**config.mk**
```make
export PLATFORM = sky130hd
export DESIGN_NAME = ltc2308_responder
export DESIGN_NICKNAME = d
export VERILOG_FILES = /design/src/rtl/ltc2308_responder.sv
export SDC_FILE = /design/constraint.sdc
export NUM_CORES = 1
export LEC_CHECK = 0
export ABC_AREA = 1
export CAP_MARGIN = 20
export CORE_ASPECT_RATIO = 0.8
export CORE_UTILIZATION = 43
export CTS_CLUSTER_DIAMETER = 40
export CTS_CLUSTER_SIZE = 24
export DETAILED_ROUTE_END_ITERATION = 8
export PLACE_DENSITY = 0.78
export SLEW_MARGIN = 20
export SYNTH_ARGS = -nofsm -noshare
export SYNTH_HDL_FRONTEND = slang
export SYNTH_SLANG_ARGS = --single-unit
```
**constraint.sdc**
```tcl
create_clock -name clk -period 1.4 [get_ports clk]
set_clock_uncertainty 0.2 [all_clocks]
set_input_delay 0.14 -clock clk [delete_from_list [all_inputs] [get_ports clk]]
set_output_delay 0.14 -clock clk [all_outputs]
set_load 0.01 [all_outputs]
```
**src/rtl/ltc2308_responder.sv**
```systemverilog
// ltc2308_responder: LTC2308 ADC emulator driving SDO from a parallel per-channel bus.
// Master pins are oversampled on clk; config words arrive on SDI and pick the next frame's channel.
module ltc2308_responder #(
   parameter int CONV_CYCLES = 80,
   parameter int SYNC_STAGES = 2
) (
   input  logic        clk,
   input  logic        reset_n,
   input  logic [95:0] ch_data,
   input  logic        adc_convst,
   input  logic        adc_sck,
   input  logic        adc_sdi,
   output logic        adc_sdo,
   output logic [5:0]  cfg_word,
   output logic        cfg_valid,
   output logic [2:0]  sample_ch,
   output logic        busy,
   output logic        frame_done
);
   localparam int CW = $clog2(CONV_CYCLES + 1);
   typedef enum logic [1:0] {IDLE, CONVERT, SHIFT} state_t;
   state_t state;
   logic [SYNC_STAGES-1:0] cs_s, ck_s, di_s;
   logic cs_d, ck_d;
   logic cs_rise, ck_rise, ck_fall, sdi_bit;
   logic [2:0] ch;
   logic [11:0] chan [8];
   logic [11:0] shift;
   logic [5:0] rx;
   logic [2:0] rx_cnt;
   logic [3:0] tx_cnt;
   logic [CW-1:0] conv_cnt;
   for (genvar g = 0; g < 8; g++) begin : g_chan
      assign chan[g] = ch_data[12*g +: 12];
   end
   assign cs_rise = cs_s[SYNC_STAGES-1] & ~cs_d;
   assign ck_rise = ck_s[SYNC_STAGES-1] & ~ck_d;
   assign ck_fall = ~ck_s[SYNC_STAGES-1] & ck_d;
   assign sdi_bit = di_s[SYNC_STAGES-1];
   // channel = {S1,S0,O/S}
   assign ch = {cfg_word[3], cfg_word[2], cfg_word[4]};
   always_ff @(posedge clk) begin
      if (!reset_n) begin
         cs_s <= '0;
         ck_s <= '0;
         di_s <= '0;
         cs_d <= 1'b0;
         ck_d <= 1'b0;
      end else begin
         cs_s <= {cs_s[SYNC_STAGES-2:0], adc_convst};
         ck_s <= {ck_s[SYNC_STAGES-2:0], adc_sck};
         di_s <= {di_s[SYNC_STAGES-2:0], adc_sdi};
         cs_d <= cs_s[SYNC_STAGES-1];
         ck_d <= ck_s[SYNC_STAGES-1];
      end
   end
   always_ff @(posedge clk) begin
      if (!reset_n) begin
         state      <= IDLE;
         adc_sdo    <= 1'b0;
         cfg_word   <= 6'b100010;
         cfg_valid  <= 1'b0;
         sample_ch  <= 3'd0;
         busy       <= 1'b0;
         frame_done <= 1'b0;
         shift      <= '0;
         rx         <= '0;
         rx_cnt     <= '0;
         tx_cnt     <= '0;
         conv_cnt   <= '0;
      end else begin
         cfg_valid  <= 1'b0;
         frame_done <= 1'b0;
         // a CONVST rise restarts from any state; a partial config is simply dropped
         if (cs_rise) begin
            shift     <= chan[ch];
            sample_ch <= ch;
            busy      <= 1'b1;
            conv_cnt  <= '0;
            rx_cnt    <= '0;
            tx_cnt    <= '0;
            adc_sdo   <= 1'b0;
            state     <= CONVERT;
         end else begin
            case (state)
               CONVERT: begin
                  if (conv_cnt == CW'(CONV_CYCLES - 1)) begin
                     busy    <= 1'b0;
                     adc_sdo <= shift[11];
                     rx_cnt  <= '0;
                     tx_cnt  <= '0;
                     state   <= SHIFT;
                  end else begin
                     conv_cnt <= conv_cnt + 1'b1;
                  end
               end
               SHIFT: begin
                  if (ck_rise && rx_cnt < 3'd6) begin
                     rx     <= {rx[4:0], sdi_bit};
                     rx_cnt <= rx_cnt + 3'd1;
                     if (rx_cnt == 3'd5) begin
                        cfg_word  <= {rx[4:0], sdi_bit};
                        cfg_valid <= 1'b1;
                     end
                  end
                  if (ck_fall && tx_cnt < 4'd12) begin
                     tx_cnt  <= tx_cnt + 4'd1;
                     shift   <= {shift[10:0], 1'b0};
                     adc_sdo <= (tx_cnt == 4'd11) ? 1'b0 : shift[10];
                     if (tx_cnt == 4'd11) begin
                        frame_done <= 1'b1;
                        state      <= IDLE;
                     end
                  end
               end
               default: state <= IDLE;
            endcase
         end
      end
   end
endmodule

```
## After elaboration in Yosys (flattened, before gate mapping)

Cells that the tools add are included.

| cells by class | value |
|---|---|
| add/sub/neg operators | 3 |
| magnitude comparators | 3 |
| eq/ne operators | 12 |
| mux-type cells | 26 |
| bitwise gates (word level) | 13 |
| reductions and logical operators | 19 |

Operators with widths:

| kind | count |
|---|---|
| 12-bit two-way mux | 5 |
| 12-bit binary-select mux with 3-bit select | 1 |
| 3-bit AND reduction | 5 |
| 2-bit nonzero test | 5 |
| 1-bit two-way mux | 9 |
| 3-bit inequality test, second input constant | 3 |
| 1-bit NOT | 9 |
| 4-bit two-way mux | 2 |
| 2-bit inequality test, second input constant | 4 |
| 4-bit case mux with 2 select lines | 1 |
| 4-bit OR reduction | 2 |
| 7-bit by 1-bit adder with 7-bit output, second input constant | 1 |
| 7-bit equality test, second input constant | 1 |
| 2-bit two-way mux | 3 |
| 3-bit two-way mux | 2 |
| 3-bit case mux with 2 select lines | 1 |
| 2-bit AND reduction | 3 |
| 4-bit by 1-bit adder with 4-bit output, second input constant | 1 |
| 4-bit equality test, second input constant | 1 |
| 4-bit >= comparator, second input constant | 1 |
| 4-bit less-than comparator, second input constant | 1 |
| 3-bit NOT with 4-bit output | 1 |
| 2-bit case mux with 2 select lines | 1 |
| 4-bit AND reduction | 1 |
| 9 further kinds | 12 |

| word-level totals | value |
|---|---|
| register bits | 54 |
| input port bits | 101 |
| output and inout bits | 13 |
| logic and storage cells | 94 |

## Logic depth before layout (Yosys ltp)

Gate-level depths: netlist of run 1.

| logic depth | value |
|---|---|
| word-level depth | 6 |
| mapped depth | 11 |
| depth with buffers taken out | 10 |

## Worst setup path after synthesis of run 1

Ideal clock, no wire load.

| path | value |
|---|---|
| path kind | register to register |
| start point | register conv_cnt[0] |
| end point | register tx_cnt[1] |
| library setup time | 0.117 ns |
| data arrival time | 1.237 ns |
| required time | 1.083 ns |
| slack | -0.154 ns |
| cell stages (with the launch flop) | 8 |
| buffers on the path | 1 |
| clock period less this slack | 1.554 ns |
| cell sequence | dfxtp_1 -> ha_1 -> nand2_1 -> nor2_1 -> nand4_2 -> buf_6 -> a22oi_1 -> nor2_1 |

| on the way | value |
|---|---|
| word-level cells in the longest chain between the ends | 3 |

RTL lines:

| item | RTL line | RTL |
|---|---|---|
| start, declared | 32 | `logic [CW-1:0] conv_cnt;` |
| start signal, assigned | 94 | `conv_cnt <= conv_cnt + 1'b1;` |
| 7-bit equality test | 87 | `if (conv_cnt == CW'(CONV_CYCLES - 1)) begin` |
| 2-bit inequality test (no line) | - |  |
| 3-bit AND reduction (no line) | - |  |
| end signal, assigned | 107 | `tx_cnt <= tx_cnt + 4'd1;` |
| end, declared | 31 | `logic [3:0] tx_cnt;` |

No other way between the ends.
A chain may end at the register's enable or synchronous reset.

## Final worst setup path of run 1

| path | value |
|---|---|
| start point | register conv_cnt[0] |
| end point | register rx_cnt[1] |

| on the way | value |
|---|---|
| word-level cells in the longest chain between the ends | 3 |

RTL lines:

| item | RTL line | RTL |
|---|---|---|
| 7-bit equality test | 87 |  |
| 2-bit inequality test (no line) | - |  |
| 3-bit AND reduction (no line) | - |  |
| end signal, assigned | 100 | `rx_cnt <= rx_cnt + 3'd1;` |
| end, declared | 30 | `logic [2:0] rx_cnt;` |

No other way between the ends.

==> impl_metrics.yaml, run 1 <==
logic_synthesis:
  synth_nets: 714
  ys.flop_type: "dfxtp_1"
  synth_most_common_cell: "nand2_1"
  post_synth.cell_area_avg_um2: 5.95
  synth-edff-count: 0
  ys_top_cells_by_count: "nand2_1, inv_1, nand3_1, dfxtp_1, nor2_1"
  synth-seq-area-share: 0.298
  postSynthCellCount: 609
  ys_ff_latch: 54
  synth_area_leaders: "dfxtp_1, nand2_1, nand3_1"
  netlist.area_leader.share: 0.298
  synth_area_leader_cell: "dfxtp_1"
  ys_warn_count: 0
  ys_types: 32
  syn_area_mm2: 0.00362
  async_flop_share: 0
route:
  antenna_left: 0
  first_pass_iters: 5
  vias_per_cell: 4.98
  vias: 4391
  routedWlPerCell_um: 14.0
  route.detailed.drc: 0
  drt_iter0_markers: 199
  totalWireLength_um: 12300
power_and_ir_drop:
  p_leak_nw: 2.91
  total_power_mw: 3.11
  vdd.ir_drop.worst_v: 0.000543
  power.density_mw_per_mm2: 528
min_path:
  min_path_type: "input pin to flip-flop"
  min_from: "adc_sck"
layout:
  fin_nets: 878
  fillCellCount: 605
  multi_input_area_mm2: 0.00228
  drive_above_1_share: 0.233
  fin_cells: 882
  fin_area_mm2: 0.00588
  num_antenna_cells: 0
  layout.area.seq_mm2: 0.00110
  syn_to_final_growth_pct: 62.3
global_route:
  grt_pass1_wl_um: 19300
  track_usage: 0.269
  grt-ovfl-total: 0
  antenna_found_initial: 0
  grt_pass1_vias: 4271
  grt_start_max_net_pins: 31
setup_path:
  startpoint_type: "flip-flop"
  critPathCaptureType: "flip-flop"
  cp_max_fo: 7
  critPathKind: "flip-flop to flip-flop"
  r2r-start: "conv_cnt[0]"
  cp.arrival_ns: 1.58
  required_ns: 1.45
  crit_start: "conv_cnt[0]"
clock_tree:
  clk_latency_ns: 0.31
  postCtsHoldBufs: 0
  htree_levels: 2
  root_buffer: "clkbuf_8"
  cts_max_path_buffers: 2
  tritoncts: "done"
  cts_inserted_buffers: 5
  cts.sinks: 54
  path_clk_slew_ns: 0.09
sta:
  period_share: 1.09
  fin_ws_ns: -0.130
  finalMaxSlewViolations: 0
  fmax_mhz: 654
  min_period_ns: 1.53
  tightest_slew_ns: 0.298
  setup_viol: 40
  hold_violations: 0
  rsz0062_at_grt: "yes"
  slew_headroom: 0.801
placement:
  portBuffers: 113
  place_congestion: 0.822
  dp.cells: 860
  dp_slack_ns: -0.179
  placed_area_mm2: 0.00525
  dp_hpwl_um: 8480
run_status:
  status: "complete, but fails checks"
  failed_checks: "setup timing"
floorplanning:
  core-area_mm2: 0.00806
  die_x_um: 105
  die_area_mm2: 0.00880
  initial_utilization: 0.450
  io_pins: 114
  rows: 29
  die_h_um: 84.1
run:
  drv_cap: 0
final cells by class:
class | count | share of cell area
flip-flops and latches | 54 | 0.187
multi-input cells | 412 | 0.387
well taps | 108 | 0.0230
clock inverters | 1 | 0.000851
inverters | 117 | 0.0773
repair buffers | 183 | 0.310
clock buffers | 7 | 0.0147
kinds of logic (layout without fill, tap and decap cells):
| family | Yosys count | count (layout) | synth area share |
|---|---|---|---|
| buffers and inverters | 145 | 308 | 0.170 |
| AOI/OAI and AO/OA | 29 | 29 | 0.0418 |
| and+or+nand+nor | 372 | 374 | 0.464 |
| xor gates and xnor gates | 5 | 5 | 0.0121 |
| DFF | 54 | 54 | 0.298 |
| adders and majority gates | 4 | 4 | 0.0138 |
registers in the layout, summed over array words and instances, names as in the netlist:
register    cells
cfg_valid       1
rx              5
sample_ch       3
rx_cnt          3
cs_s            2
conv_cnt        7
tx_cnt          4
cfg_word        6
cs_d            1
ck_s            2
di_s            2
adc_sdo         1
state           2
frame_done      1
ck_d            1
busy            1
shift          12
worst paths after layout:
| check | slack (ns) | end | cells past startpoint |
|---|---|---|---|
| worst max-delay path | -0.13 | rx_cnt[1] | 8 |
| worst min-delay path | 0.15 | ck_s[0] | 3 |
| worst max register to register | -0.13 | rx_cnt[1] | 8 |
| worst min register to register | 0.22 | cs_s[1] | 2 |
layer usage:
layer  vias up  part of all wire  global-route usage
met2       149              0.52               0.491
met5         -                 0                   0
met1      2043              0.41               0.329
met3        34             0.049              0.0351
met4         0             0.023              0.0858
li1       2165                 -                   -
timing repair:
action                                  in CTS  in global routing
gates resized for setup                     89                 41
endpoints found under the setup margin      56                 43
buffers inserted                             7                  4
cloned                                       4                  0
pin swaps                                   22                 15
through the flow:
stage / hold slack, ns / TNS [ns] / utilization
after floorplan: 0.0376 / -0.103 / -
after global placement: 0.199 / -2.86 / 0.652
after detailed placement: 0.201 / -4.58 / 0.652
after CTS: 0.140 / -1.29 / 0.707
after global routing: 0.170 / -5.14 / 0.730
final: 0.148 / -2.43 / 0.730
critical path, cell delays in order (launching register included):
cell and delay (ns):
dfxtp_2 0.37, ha_4 0.16, nand2_2 0.07, nor2_4 0.12, nand4_4 0.12, buf_6 0.17
nand2_2 0.07, nand2_2 0.06, a21oi_2 0.14
cells in the final DEF, fill, tap and decap left out, types with 2 or more instances in the layout:
cell and n:
nand4_1 4, nor2_1 30, dfxtp_2 8, dfxtp_1 44
clkdlybuf4s50_1 100, nand3_2 13, a21oi_1 14, nand3_1 72
clkinv_1 9, nor2_2 15, nor3_1 2, nand2_1 189
dfxtp_4 2, nand2_2 20, nand2_4 3, o21ai_2 2
a21oi_2 2, buf_12 7, o21ai_0 3, clkbuf_8 6
buf_6 12, inv_2 7, inv_1 98, nand2_8 6
nor2_4 12, o21ai_1 6, ha_1 3, nor2_8 2
buf_8 2, dlygate4sd2_1 12, nand4_4 3, buf_4 47
xnor2_1 2, xor2_1 3, buf_16 2
power by group:
part           switching (mW)  leakage [nW]  internal [mW]
Sequential             0.0156         0.443           1.56
Clock                   0.502        0.0482          0.400
Combinational           0.245          2.42          0.385
Total                   0.763          2.91           2.34
Note: power is estimated with default switching activity, not from simulation.
==> run 2: changes to the inputs <==
--- a/config.mk
+++ b/config.mk
@@ -13,6 +13,7 @@
 export CTS_CLUSTER_SIZE = 24
 export DETAILED_ROUTE_END_ITERATION = 8
 export PLACE_DENSITY = 0.78
+export RECOVER_POWER = 100
 export SLEW_MARGIN = 20
 export SYNTH_ARGS = -nofsm -noshare
 export SYNTH_HDL_FRONTEND = slang
==> run 2 against run 1 <==
  * The flow still finishes with violations (setup timing)
  * Cell count did not move
  * Routed wire length fell by 0.12%
  * Register-to-register slack barely moved
  * Via count did not move
  * Global-route usage did not move
  * Die area did not move
  * Sequential power barely moved
  * Flip-flop and latch count did not move
  * Maximum frequency fell by 0.20%
  * Non-clock buffer count did not move
==> impl_metrics.yaml, run 2 (same netlist as run 1, synthesis figures left out) <==
route:
  drt_iter0_markers: 199
  vias_per_cell: 4.98
  antenna_left: 0
  vias: 4391
  routedWlPerCell_um: 14.0
  totalWireLength_um: 12300
  route.detailed.drc: 0
  first_pass_iters: 4
placement:
  dp_slack_ns: -0.179
  place_congestion: 0.822
  placed_area_mm2: 0.00525
  portBuffers: 113
  dp_hpwl_um: 8480
sta:
  rsz0062_at_grt: "yes"
  tightest_slew_ns: 0.322
  setup_viol: 41
  min_period_ns: 1.53
  fmax_mhz: 652
  finalMaxSlewViolations: 0
  slew_headroom: 0.785
  hold_violations: 0
  fin_ws_ns: -0.133
  period_share: 1.10
setup_path:
  rrSetupSlack_ns: -0.13
  startpoint_type: "flip-flop"
  cp.arrival_ns: 1.58
  max_stage_delay_ns: 0.37
  path_cells: "ha_4 > nand2_2 > nor2_4 > nand4_4 > buf_6 > nand2_2 > nand2_2 > a21oi_2"
  cp_max_fo: 7
  critPathCaptureType: "flip-flop"
  required_ns: 1.45
  crit_slowest_cell: "dfxtp_2"
  critPathKind: "flip-flop to flip-flop"
  crit_top_cell: "nand2_2"
layout:
  top_regs: "shift: 12 flops, conv_cnt: 7 flops, cfg_word: 6 flops"
  mostFrequentLayoutCells: "nand2_1, clkdlybuf4s50_1, inv_1, nand3_1, buf_4"
  drive_above_1_share: 0.231
  largest-register: "shift"
  multi_input_area_mm2: 0.00227
  fin_area_mm2: 0.00587
  syn_to_final_growth_pct: 61.9
  largest_reg_flops: 12
  num_antenna_cells: 0
  fillCellCount: 605
  final_common_cell: "nand2_1"
  layout.area.seq_mm2: 0.00110
  fin_nets: 878
clock_tree:
  tritoncts: "done"
  cts_inserted_buffers: 5
  root_buffer: "clkbuf_8"
  path_clk_slew_ns: 0.09
  postCtsHoldBufs: 0
  clk_latency_ns: 0.31
  cts.sinks: 54
  htree_levels: 2
  cts_max_path_buffers: 2
floorplanning:
  die_h_um: 84.1
  die_area_mm2: 0.00880
  initial_utilization: 0.450
  rows: 29
  io_pins: 114
  die_x_um: 105
  core-area_mm2: 0.00806
global_route:
  grt-ovfl-total: 0
  grt_pass1_wl_um: 19300
  grt_start_max_net_pins: 31
  track_usage: 0.269
  antenna_found_initial: 0
  grt_pass1_vias: 4271
run_status:
  status: "complete, but fails checks"
  failed_checks: "setup timing"
power_and_ir_drop:
  p_clk_frac: 0.292
  seqPwrFrac: 0.506
  p_comb_frac: 0.202
  intPower_mw: 2.34
  power.net_switching_uw: 765
  vdd.ir_drop.worst_v: 0.000543
  power.density_mw_per_mm2: 529
  p_leak_nw: 2.90
  switching_share: 0.246
run:
  drv_cap: 0
min_path:
  min_path_type: "input pin to flip-flop"
==> run 2: cell type report <==
class / count / share of cell area
Tap cell: 108 / 0.0230
Timing Repair Buffer: 183 / 0.310
Clock buffer: 7 / 0.0147
Sequential cell: 54 / 0.187
Inverter: 117 / 0.0774
Multi-Input combinational cell: 412 / 0.386
Clock inverter: 1 / 0.000853
==> run 2: timing repair <==
item                                    CTS  global route
endpoints found under the setup margin   56            43
hold endpoints to repair                  0             0
cloned                                    4             0
resized for setup                        89            41
pin swaps                                22            15
setup buffers                             7             4
==> run 2: per-layer routing <==
layer	up-vias	wire length (µm)	track usage
li1	2166	-	-
met1	2051	5100	0.329
met2	142	6370	0.491
met3	32	575	0.0351
met4	0	282	0.0858
met5	-	0	0
==> run 2: final timing paths <==
check | start | depth (start not counted) | endpoint
min | adc_sck | 3 | ck_s[0]
max reg2reg | conv_cnt[0] | 8 | rx_cnt[1]
max | conv_cnt[0] | 8 | rx_cnt[1]
min reg2reg | cs_s[0] | 2 | cs_s[1]
==> run 2: metrics by stage <==
stage               total power [mW]  instances  TNS [ns]  hold slack, ns  utilization
floorplan                       1.80        609    -0.103          0.0376            -
global placement                2.16        860     -2.86           0.199        0.652
detailed placement              2.17        860     -4.58           0.201        0.652
CTS                             3.08        878     -1.29           0.140        0.707
global route                    3.23        882     -5.24           0.173        0.728
finish                          3.11        882     -2.53           0.149        0.728
==> run 2: critical path: cells and delay by family, from the launching register on <==
kind / cells / cell delay, ns
flops: 1 / 0.37
compound gates: 1 / 0.14
fa+ha+maj: 1 / 0.16
buf+inv: 1 / 0.17
simple gates: 5 / 0.44
==> run 2: power by group through the flow <==
stage / combinational (mW) / clock, mW / sequential, mW
after global routing: 0.680 / 0.971 / 1.57
after CTS: 0.599 / 0.909 / 1.57
after floorplan: 0.188 / 0 / 1.61
after global placement: 0.556 / 0 / 1.61
final: 0.627 / 0.906 / 1.57
after detailed placement: 0.566 / 0 / 1.61
